`src/rtl/cdu_fine_read_counter.sv`:
```
// cdu_fine_read_counter
// Closes the CDU fine read loop. The fine and high-ternary Schmitt outputs
// and the error sign are synchronised. A 7-bit fine counter is stepped toward
// null. The counter bits drive the active-low ladder switch lines _D15.._D21.
// Each step emits a one-clock count pulse. A wrap emits a carry/borrow pulse.
module cdu_fine_read_counter #(
  parameter int LO_PERIOD = 16,  // clocks from WAIT entry to count, low speed
  parameter int HI_PERIOD = 1,   // clocks from WAIT entry to count, high speed
  parameter int SETTLE    = 4,   // ladder settling blank after each count
  parameter int RW        = 16   // rate/settle down-counter width
) (
  input  logic clk,
  input  logic rst_n,
  input  logic _TLF1H,
  input  logic _TLF2H,
  input  logic ERRSGN,
  input  logic ZERO,
  output logic _D15,
  output logic _D16,
  output logic _D17,
  output logic _D18,
  output logic _D19,
  output logic _D20,
  output logic _D21,
  output logic CNTUP,
  output logic CNTDN,
  output logic CRYUP,
  output logic CRYDN
);

  // ------------------------------------------------------------------------
  // Constants
  // ------------------------------------------------------------------------
  localparam int NSYNC = 3;

  // Synchroniser lane order: [2] _TLF1H, [1] _TLF2H, [0] ERRSGN.
  // Reset value is the no-error condition: both Schmitts high, sign positive.
  localparam logic [NSYNC-1:0] SYNC_IDLE = 3'b110;

  // Down-counter reload values. Each phase lasts reload+1 clocks.
  localparam logic [RW-1:0] LO_LOAD     = RW'(LO_PERIOD - 1);
  localparam logic [RW-1:0] HI_LOAD     = RW'(HI_PERIOD - 1);
  localparam logic [RW-1:0] SETTLE_LOAD = RW'(SETTLE - 1);

  typedef enum logic [1:0] {
    ST_IDLE   = 2'd0,
    ST_WAIT   = 2'd1,
    ST_SETTLE = 2'd2
  } state_t;

  // ------------------------------------------------------------------------
  // Signals
  // ------------------------------------------------------------------------
  logic [NSYNC-1:0] async_vec;
  logic [NSYNC-1:0] sync_vec;
  logic             fine;
  logic             coarse;
  logic             dn;

  state_t           state_reg;
  state_t           state_next;
  logic [RW-1:0]    rcnt_reg;
  logic [RW-1:0]    rcnt_next;
  logic             count_edge;

  logic [6:0]       c_reg;
  logic [6:0]       c_next;
  logic             cntup_reg;
  logic             cntup_next;
  logic             cntdn_reg;
  logic             cntdn_next;
  logic             cryup_reg;
  logic             cryup_next;
  logic             crydn_reg;
  logic             crydn_next;

  // ------------------------------------------------------------------------
  // Input synchronisers
  // ------------------------------------------------------------------------
  assign async_vec = {_TLF1H, _TLF2H, ERRSGN};

  genvar gi;
  generate
    for (gi = 0; gi < NSYNC; gi++) begin : g_sync
      logic meta_reg;
      logic sync_reg;

      // Two-flop synchroniser for one asynchronous comparator output.
      always_ff @(posedge clk or negedge rst_n) begin
        if (!rst_n) begin
          meta_reg <= SYNC_IDLE[gi];
          sync_reg <= SYNC_IDLE[gi];
        end else begin
          meta_reg <= async_vec[gi];
          sync_reg <= meta_reg;
        end
      end

      assign sync_vec[gi] = sync_reg;
    end
  endgenerate

  // The Schmitt outputs are active-low. The sign is 1 for a negative error.
  assign fine   = ~sync_vec[2];
  assign coarse = ~sync_vec[1];
  assign dn     =  sync_vec[0];

  // ------------------------------------------------------------------------
  // Loop sequencer: IDLE -> WAIT (rate delay) -> count -> SETTLE (blank)
  // ------------------------------------------------------------------------

  // State and rate/settle down-counter registers.
  always_ff @(posedge clk or negedge rst_n) begin
    if (!rst_n) begin
      state_reg <= ST_IDLE;
      rcnt_reg  <= '0;
    end else begin
      state_reg <= state_next;
      rcnt_reg  <= rcnt_next;
    end
  end

  // Next-state logic. This also decides the count edge.
  always_comb begin
    state_next = state_reg;
    rcnt_next  = rcnt_reg;
    count_edge = 1'b0;

    case (state_reg)
      ST_IDLE: begin
        if (fine) begin
          state_next = ST_WAIT;
          rcnt_next  = coarse ? HI_LOAD : LO_LOAD;
        end
      end

      ST_WAIT: begin
        if (!fine) begin
          // The error fell inside the fine threshold before the count.
          state_next = ST_IDLE;
        end else if (coarse && (rcnt_reg > HI_LOAD)) begin
          // A large error seen mid-wait shortens the remaining delay.
          rcnt_next = HI_LOAD;
        end else if (rcnt_reg == '0) begin
          count_edge = 1'b1;
          state_next = ST_SETTLE;
          rcnt_next  = SETTLE_LOAD;
        end else begin
          rcnt_next = rcnt_reg - RW'(1);
        end
      end

      ST_SETTLE: begin
        // Let the ladder settle. The Schmitts are not trusted here.
        if (rcnt_reg == '0) begin
          state_next = ST_IDLE;
        end else begin
          rcnt_next = rcnt_reg - RW'(1);
        end
      end

      default: begin
        state_next = ST_IDLE;
        rcnt_next  = '0;
      end
    endcase

    // A zero command parks the sequencer and cancels any pending count.
    if (ZERO) begin
      state_next = ST_IDLE;
      rcnt_next  = '0;
      count_edge = 1'b0;
    end
  end

  // Output logic: the counter update and its pulses for this edge.
  always_comb begin
    c_next     = c_reg;
    cntup_next = 1'b0;
    cntdn_next = 1'b0;
    cryup_next = 1'b0;
    crydn_next = 1'b0;

    if (ZERO) begin
      c_next = '0;
    end else if (count_edge) begin
      if (dn) begin
        c_next     = c_reg - 7'd1;
        cntdn_next = 1'b1;
        crydn_next = (c_reg == 7'd0);
      end else begin
        c_next     = c_reg + 7'd1;
        cntup_next = 1'b1;
        cryup_next = (c_reg == 7'd127);
      end
    end
  end

  // Fine counter and registered pulses. The pulses line up with the new count.
  always_ff @(posedge clk or negedge rst_n) begin
    if (!rst_n) begin
      c_reg     <= '0;
      cntup_reg <= 1'b0;
      cntdn_reg <= 1'b0;
      cryup_reg <= 1'b0;
      crydn_reg <= 1'b0;
    end else begin
      c_reg     <= c_next;
      cntup_reg <= cntup_next;
      cntdn_reg <= cntdn_next;
      cryup_reg <= cryup_next;
      crydn_reg <= crydn_next;
    end
  end

  // ------------------------------------------------------------------------
  // Outputs
  // ------------------------------------------------------------------------
  // The ladder switches are active-low. _D15 is the MSB.
  assign {_D15, _D16, _D17, _D18, _D19, _D20, _D21} = ~c_reg;

  assign CNTUP = cntup_reg;
  assign CNTDN = cntdn_reg;
  assign CRYUP = cryup_reg;
  assign CRYDN = crydn_reg;

endmodule

```
`config.mk`:
```
export PLATFORM = sky130hd
export DESIGN_NAME = cdu_fine_read_counter
export DESIGN_NICKNAME = d
export VERILOG_FILES = /design/src/rtl/cdu_fine_read_counter.sv
export SDC_FILE = /design/constraint.sdc
export NUM_CORES = 1
export LEC_CHECK = 0
export ABC_AREA = 1
export CAP_MARGIN = 5
export CORE_AREA = 3 3 81 83
export DETAILED_ROUTE_END_ITERATION = 6
export DIE_AREA = 0 0 84 86
export SYNTH_ARGS = -nofsm -noshare
export SYNTH_HDL_FRONTEND = slang
export SYNTH_SLANG_ARGS = --single-unit
```
`constraint.sdc`:
```
create_clock -name clk -period 1.79 [get_ports clk]
set_input_delay 0.358 -clock clk [delete_from_list [all_inputs] [get_ports clk]]
set_output_delay 0.358 -clock clk [all_outputs]
set_load 0.02 [all_outputs]
```
; ---- Word level (Yosys, flattened, before mapping)
; Index checks and enable logic that the tools add are counted.
[totals]
ff_bits = 35
in_bits = 6
out_inout_bits = 11
wordCells = 70
[op_classes]
add_sub_neg = 3
magnitude_cmp = 1
eq_ne = 9
mux = 35
n_bitwise = 2
n_reduce_logical = 7
[op_table]
columns = cell, n
row1 = two-way mux 16 bit, 6
row2 = case mux 16 bit (3 select lines), 1
row3 = two-way mux 7 bit, 3
row4 = two-way mux 1 bit, 17
row5 = "> comparator 16 x 1 -> 1 bit, second input constant", 1
row6 = zero test 16 bit, 1
row7 = "subtractor 16 x 1 -> 16 bit, second input constant", 1
row8 = two-way mux 2 bit, 6
row9 = "!= test 3 bit, second input constant", 4
row10 = "!= test 4 bit, second input constant", 2
row11 = "adder 7 x 1 -> 7 bit, second input constant", 1
row12 = "equality test 7 bit, second input constant", 1
row13 = zero test 7 bit, 1
row14 = NOT 7 bit, 1
row15 = "subtractor 7 x 1 -> 7 bit, second input constant", 1
row16 = case mux 2 bit (3 select lines), 1
row17 = two-way mux 4 bit, 1
row18 = AND reduction 4 bit, 1
row19 = AND reduction 3 bit, 1
row20 = "equality test 2 x 1 -> 1 bit, second input constant", 1
row21 = "equality test 2 bit, second input constant", 1
row22 = zero test 2 bit, 1
row23 = nonzero test 2 bit, 1
row24 = logical AND 1 bit, 1
row25 = NOT 1 bit, 1

; ---- Longest topological paths before layout
[depth]
word_depth = 8
mapped_depth = 12
depth_no_buf = 11

; ---- Worst setup path after synthesis
; No wires, ideal clock.
[synth_path]
path_type = flip-flop to flip-flop
start = register rcnt_reg[0]
end = register rcnt_reg[12]
setup_ns = 0.113
t_arrival_ns = 1.435
required_time_ns = 1.677
setup_slack_ns = 0.242
path_stages_with_launch = 13
n_path_buf = 1
period_less_slack_ns = 1.548
path_cell_list = dfrtp_1 -> inv_1 -> ha_1 -> nand2_2 -> nor2_4 -> nand3_2 -> nand2_2 -> buf_6 -> nor2_1 -> nand2_1 -> nand2_1 -> nand2_1 -> inv_1
[synth_via]
elab_chain_len = 6
word_cells_on_any_way = 12
classes_between = add/sub (1) / order compare (1) / eq/ne (1) / mux (6) / reduce/logical (3)
[synth_rtl]
columns = element, line
row1 = start: declaration, 62  ; logic [RW-1:0] rcnt_reg;
row2 = start signal: assignment, 119  ; rcnt_reg <= rcnt_next;
row3 = subtractor 16 x 1 -> 16 bit (tied with other cells), "149, 158"
row4 = two-way mux 16 bit / logical AND 1 bit (equally long branches), "144, 141"
row5 = two-way mux 16 bit, 141  ; end else if (coarse && (rcnt_reg > HI_LOAD)) begin
row6 = two-way mux 16 bit, 138  ; if (!fine) begin
row7 = case mux 16 bit (3 select lines), 129  ; case (state_reg)
row8 = two-way mux 16 bit, 169  ; if (ZERO) begin
; Several ways; a longest one is shown, not always the timed one. The select of a mux whose other input is x is not followed.
; A chain may end at the register's enable or synchronous reset.

; ---- Worst setup path after layout
[layout_path]
start = register rcnt_reg[4]
end = register rcnt_reg[1]
[layout_via]
elab_chain_len = 6
word_cells_on_any_way = 10
classes_between = order compare (1) / eq/ne (1) / mux (5) / reduce/logical (3)
[layout_rtl]
columns = element, line
row1 = > comparator 16 x 1 -> 1 bit / zero test 16 bit (equally long branches), "141, 144, 155"
row2 = logical AND 1 bit / two-way mux 16 bit (equally long branches), "141, 144"
row3 = two-way mux 16 bit, 141
row4 = two-way mux 16 bit, 138
row5 = case mux 16 bit (3 select lines), 129
row6 = two-way mux 16 bit, 169
; Several ways; a longest one is shown, not always the timed one. The select of a mux whose other input is x is not followed.

==> results.py <==
metrics = {
    "detailed_routing": {
        "drc_errors": 0,
        "ant_nets": 0,
        "dr.pass1.iters": 4,
        "initialDrtViolationCount": 90,
        "via_per_inst": 4.865,
        "wl_um": 4519,
        "num_vias": 1878,
        "post_drt_wl_per_cell_um": 11.71,
    },
    "worst_setup_path": {
        "r2r_slack_ns": 0.14,
        "end_kind": "flop",
        "required_ns": 2.00,
        "crit_arrival_ns": 1.86,
        "crit_path_start_kind": "flop",
        "timing.rr.end": "rcnt_reg[1]",
        "cp-endpoint": "rcnt_reg[1]",
        "crit_start": "rcnt_reg[4]",
        "r2r_start": "rcnt_reg[4]",
        "critPathSlowestCell": "dfrtp_1",
        "critPathMaxFanout": 11,
        "slowest_delay_ns": 0.43,
        "critical_path_class": "flop to flop",
        "reg2reg_depth": 8,
        "path_cells": "nor2_2 -> nand2_1 -> nor2_4 -> nand3_2 -> nand2_4 -> inv_2 -> buf_4 -> o21ai_1",
    },
    "sta": {
        "rsz0062_at_grt": "no",
        "hold_slack_ns": 0.3515,
        "drv_slew": 0,
        "worst_pin_slew_ns": 0.3663,
        "fin_crit_sh": 0.9199,
        "min_period_ns": 1.647,
        "finalHoldViolations": 0,
        "tns_ns": 0,
        "finalWorstSetupSlack_ns": 0.1434,
        "clock_skew_ns": 0.007342,
        "clock.fmax_mhz": 607.3,
        "setup_viol": 0,
        "slew_headroom": 0.7558,
    },
    "clock_network": {
        "cts_sinks": 35,
        "cts_tree": "built",
        "root_buffer": "clkbuf_8",
        "clock_path_buffers": 2,
        "clk_pin_slew_ns": 0.07,
        "cts_buffers": 5,
        "cts_max_level": 2,
        "worstSkewPairLatency_ns": 0.29,
    },
    "cells_and_area": {
        "stdcell_count": 386,
        "final_common_cell": "nand2_1",
        "fin_area_um2": 2541,
        "multi_input_area_um2": 998.5,
        "postLayoutCoreUtil": 0.4292,
        "syn_to_final_growth_pct": 23.84,
        "antenna_cells": 0,
        "layout_common_cells": "nand2_1 (56), inv_1 (46), nor2_1 (34)",
        "nFillCells": 599,
        "seq_area_um2": 882.1,
        "nets": 323,
        "largest_reg_flops": 16,
        "drive_above_1_share": 0.1608,
    },
    "place": {
        "portBuffers": 16,
        "finalWeightedCongestion": 0.8179,
        "preCtsSetupSlack_ns": -0.04568,
        "place_area_um2": 2391,
        "dp_cells": 376,
        "dpl.hpwl_um": 3571,
    },
    "yosys": {
        "ys_ff_latch": 35,
        "syn_area_per_cell_um2": 7.544,
        "ys.warnings.count": 0,
        "synth-seq-area-share": 0.4293,
        "syn_area_um2": 2052,
        "netlist_instances": 272,
        "synth_nets": 285,
        "ys_types": 30,
    },
    "power_and_ir_drop": {
        "leakage_nw": 1.309,
        "irDropWorstVdd_mv": 0.3768,
        "power_density_nw_per_um2": 896.6,
        "total_power_mw": 2.279,
    },
    "die": {
        "rows": 28,
        "initial_utilization": 0.3466,
        "die-width_um": 84,
        "core_um2": 5921,
        "die_h_um": 86,
        "die_area_um2": 7224,
        "io_pins": 17,
    },
    "global_routing": {
        "antenna_found_initial": 0,
        "track_usage": 0.1335,
        "grt_pass1_vias": 1716,
        "grt_overflow": 0,
        "grt_pass1_wl_um": 7769,
        "grt_max_degree": 16,
    },
    "worst_hold_path": {
        "hold_class": "flop to flop",
    },
    "job": {
        "maxCapViolations": 0,
    },
    "run_status": {
        "outcome": "complete, no violations",
    },
}
cells by family after synthesis:
family,Yosys count,share of synthesized area
XOR/XNOR,2,0.008538
AO/OA/AOI/OAI,36,0.1061
flip-flops,35,0.4293
buffers and inverters,50,0.09878
adder cells (fa/ha/maj),7,0.04634
AND/OR/NAND/NOR,142,0.3110
worst min-delay path by stage:
stage	startpoint	endpoint	slack, ns	cells past startpoint
floorplan	rst_n	CNTDN	0.06	0
global placement	rst_n	rcnt_reg[15]	0.28	1
detailed placement	rst_n	rcnt_reg[13]	0.29	1
CTS	g_sync[0].meta_reg	dn	0.35	0
global route	g_sync[1].meta_reg	g_sync[1].sync_reg	0.37	0
finish	g_sync[0].meta_reg	dn	0.35	0
repair_timing:
item / 4_1_cts / 5_1_grt
hold endpoints to repair: 13 / 0
gates cloned: 0 / 0
pin swaps: 0 / 1
endpoints found under the setup margin: 4 / 20
gates resized for setup: 4 / 13
setup buffers: 0 / 1
hold buffers: 1 / 0
synth_stat cells (all sizes together):
master | n | area, µm²
nand3 | 24 | 125.1
a31oi | 3 | 18.77
ha | 6 | 75.07
inv | 48 | 180.2
dfrtp | 31 | 775.7
nor3 | 7 | 46.30
o211ai | 3 | 22.52
o22ai | 4 | 25.02
buf | 2 | 22.52
nand2 | 62 | 245.2
xnor2 | 1 | 8.760
a21o | 1 | 7.510
a211oi | 1 | 7.510
a21oi | 7 | 35.03
nor2 | 42 | 177.7
dfstp | 4 | 105.1
fa | 1 | 20.02
o21bai | 4 | 30.03
o31ai | 1 | 7.510
o21ai | 12 | 63.81
xor2 | 1 | 8.760
nand4 | 7 | 43.79
cell type report:
class,instances,share of cell area
flip-flops and latches,35,0.3471
multi-input cells,187,0.3929
clock inverters,2,0.006401
repair buffers,33,0.1132
well taps,75,0.03693
inverters,48,0.07090
clock buffers,6,0.03250
where the power goes:
part	switching [mW]	internal, mW
clock network	0.299	0.314
registers	0.0649	0.857
logic	0.454	0.290
total	0.818	1.46
routing by layer:
layer,wire length (µm),GRT usage
met3,153,0.02690
met1,2149,0.1801
met5,0,0
met2,2133,0.2097
met4,82,0.05556
critical path, delay by kind of cell, from the launching register on:
| family | cells | cell delay [ns] |
|---|---|---|
| simple gates | 5 | 0.74 |
| compound gates | 1 | 0.13 |
| buf+inv | 2 | 0.28 |
| flops | 1 | 0.43 |
Power figures use the tool's default switching activity.
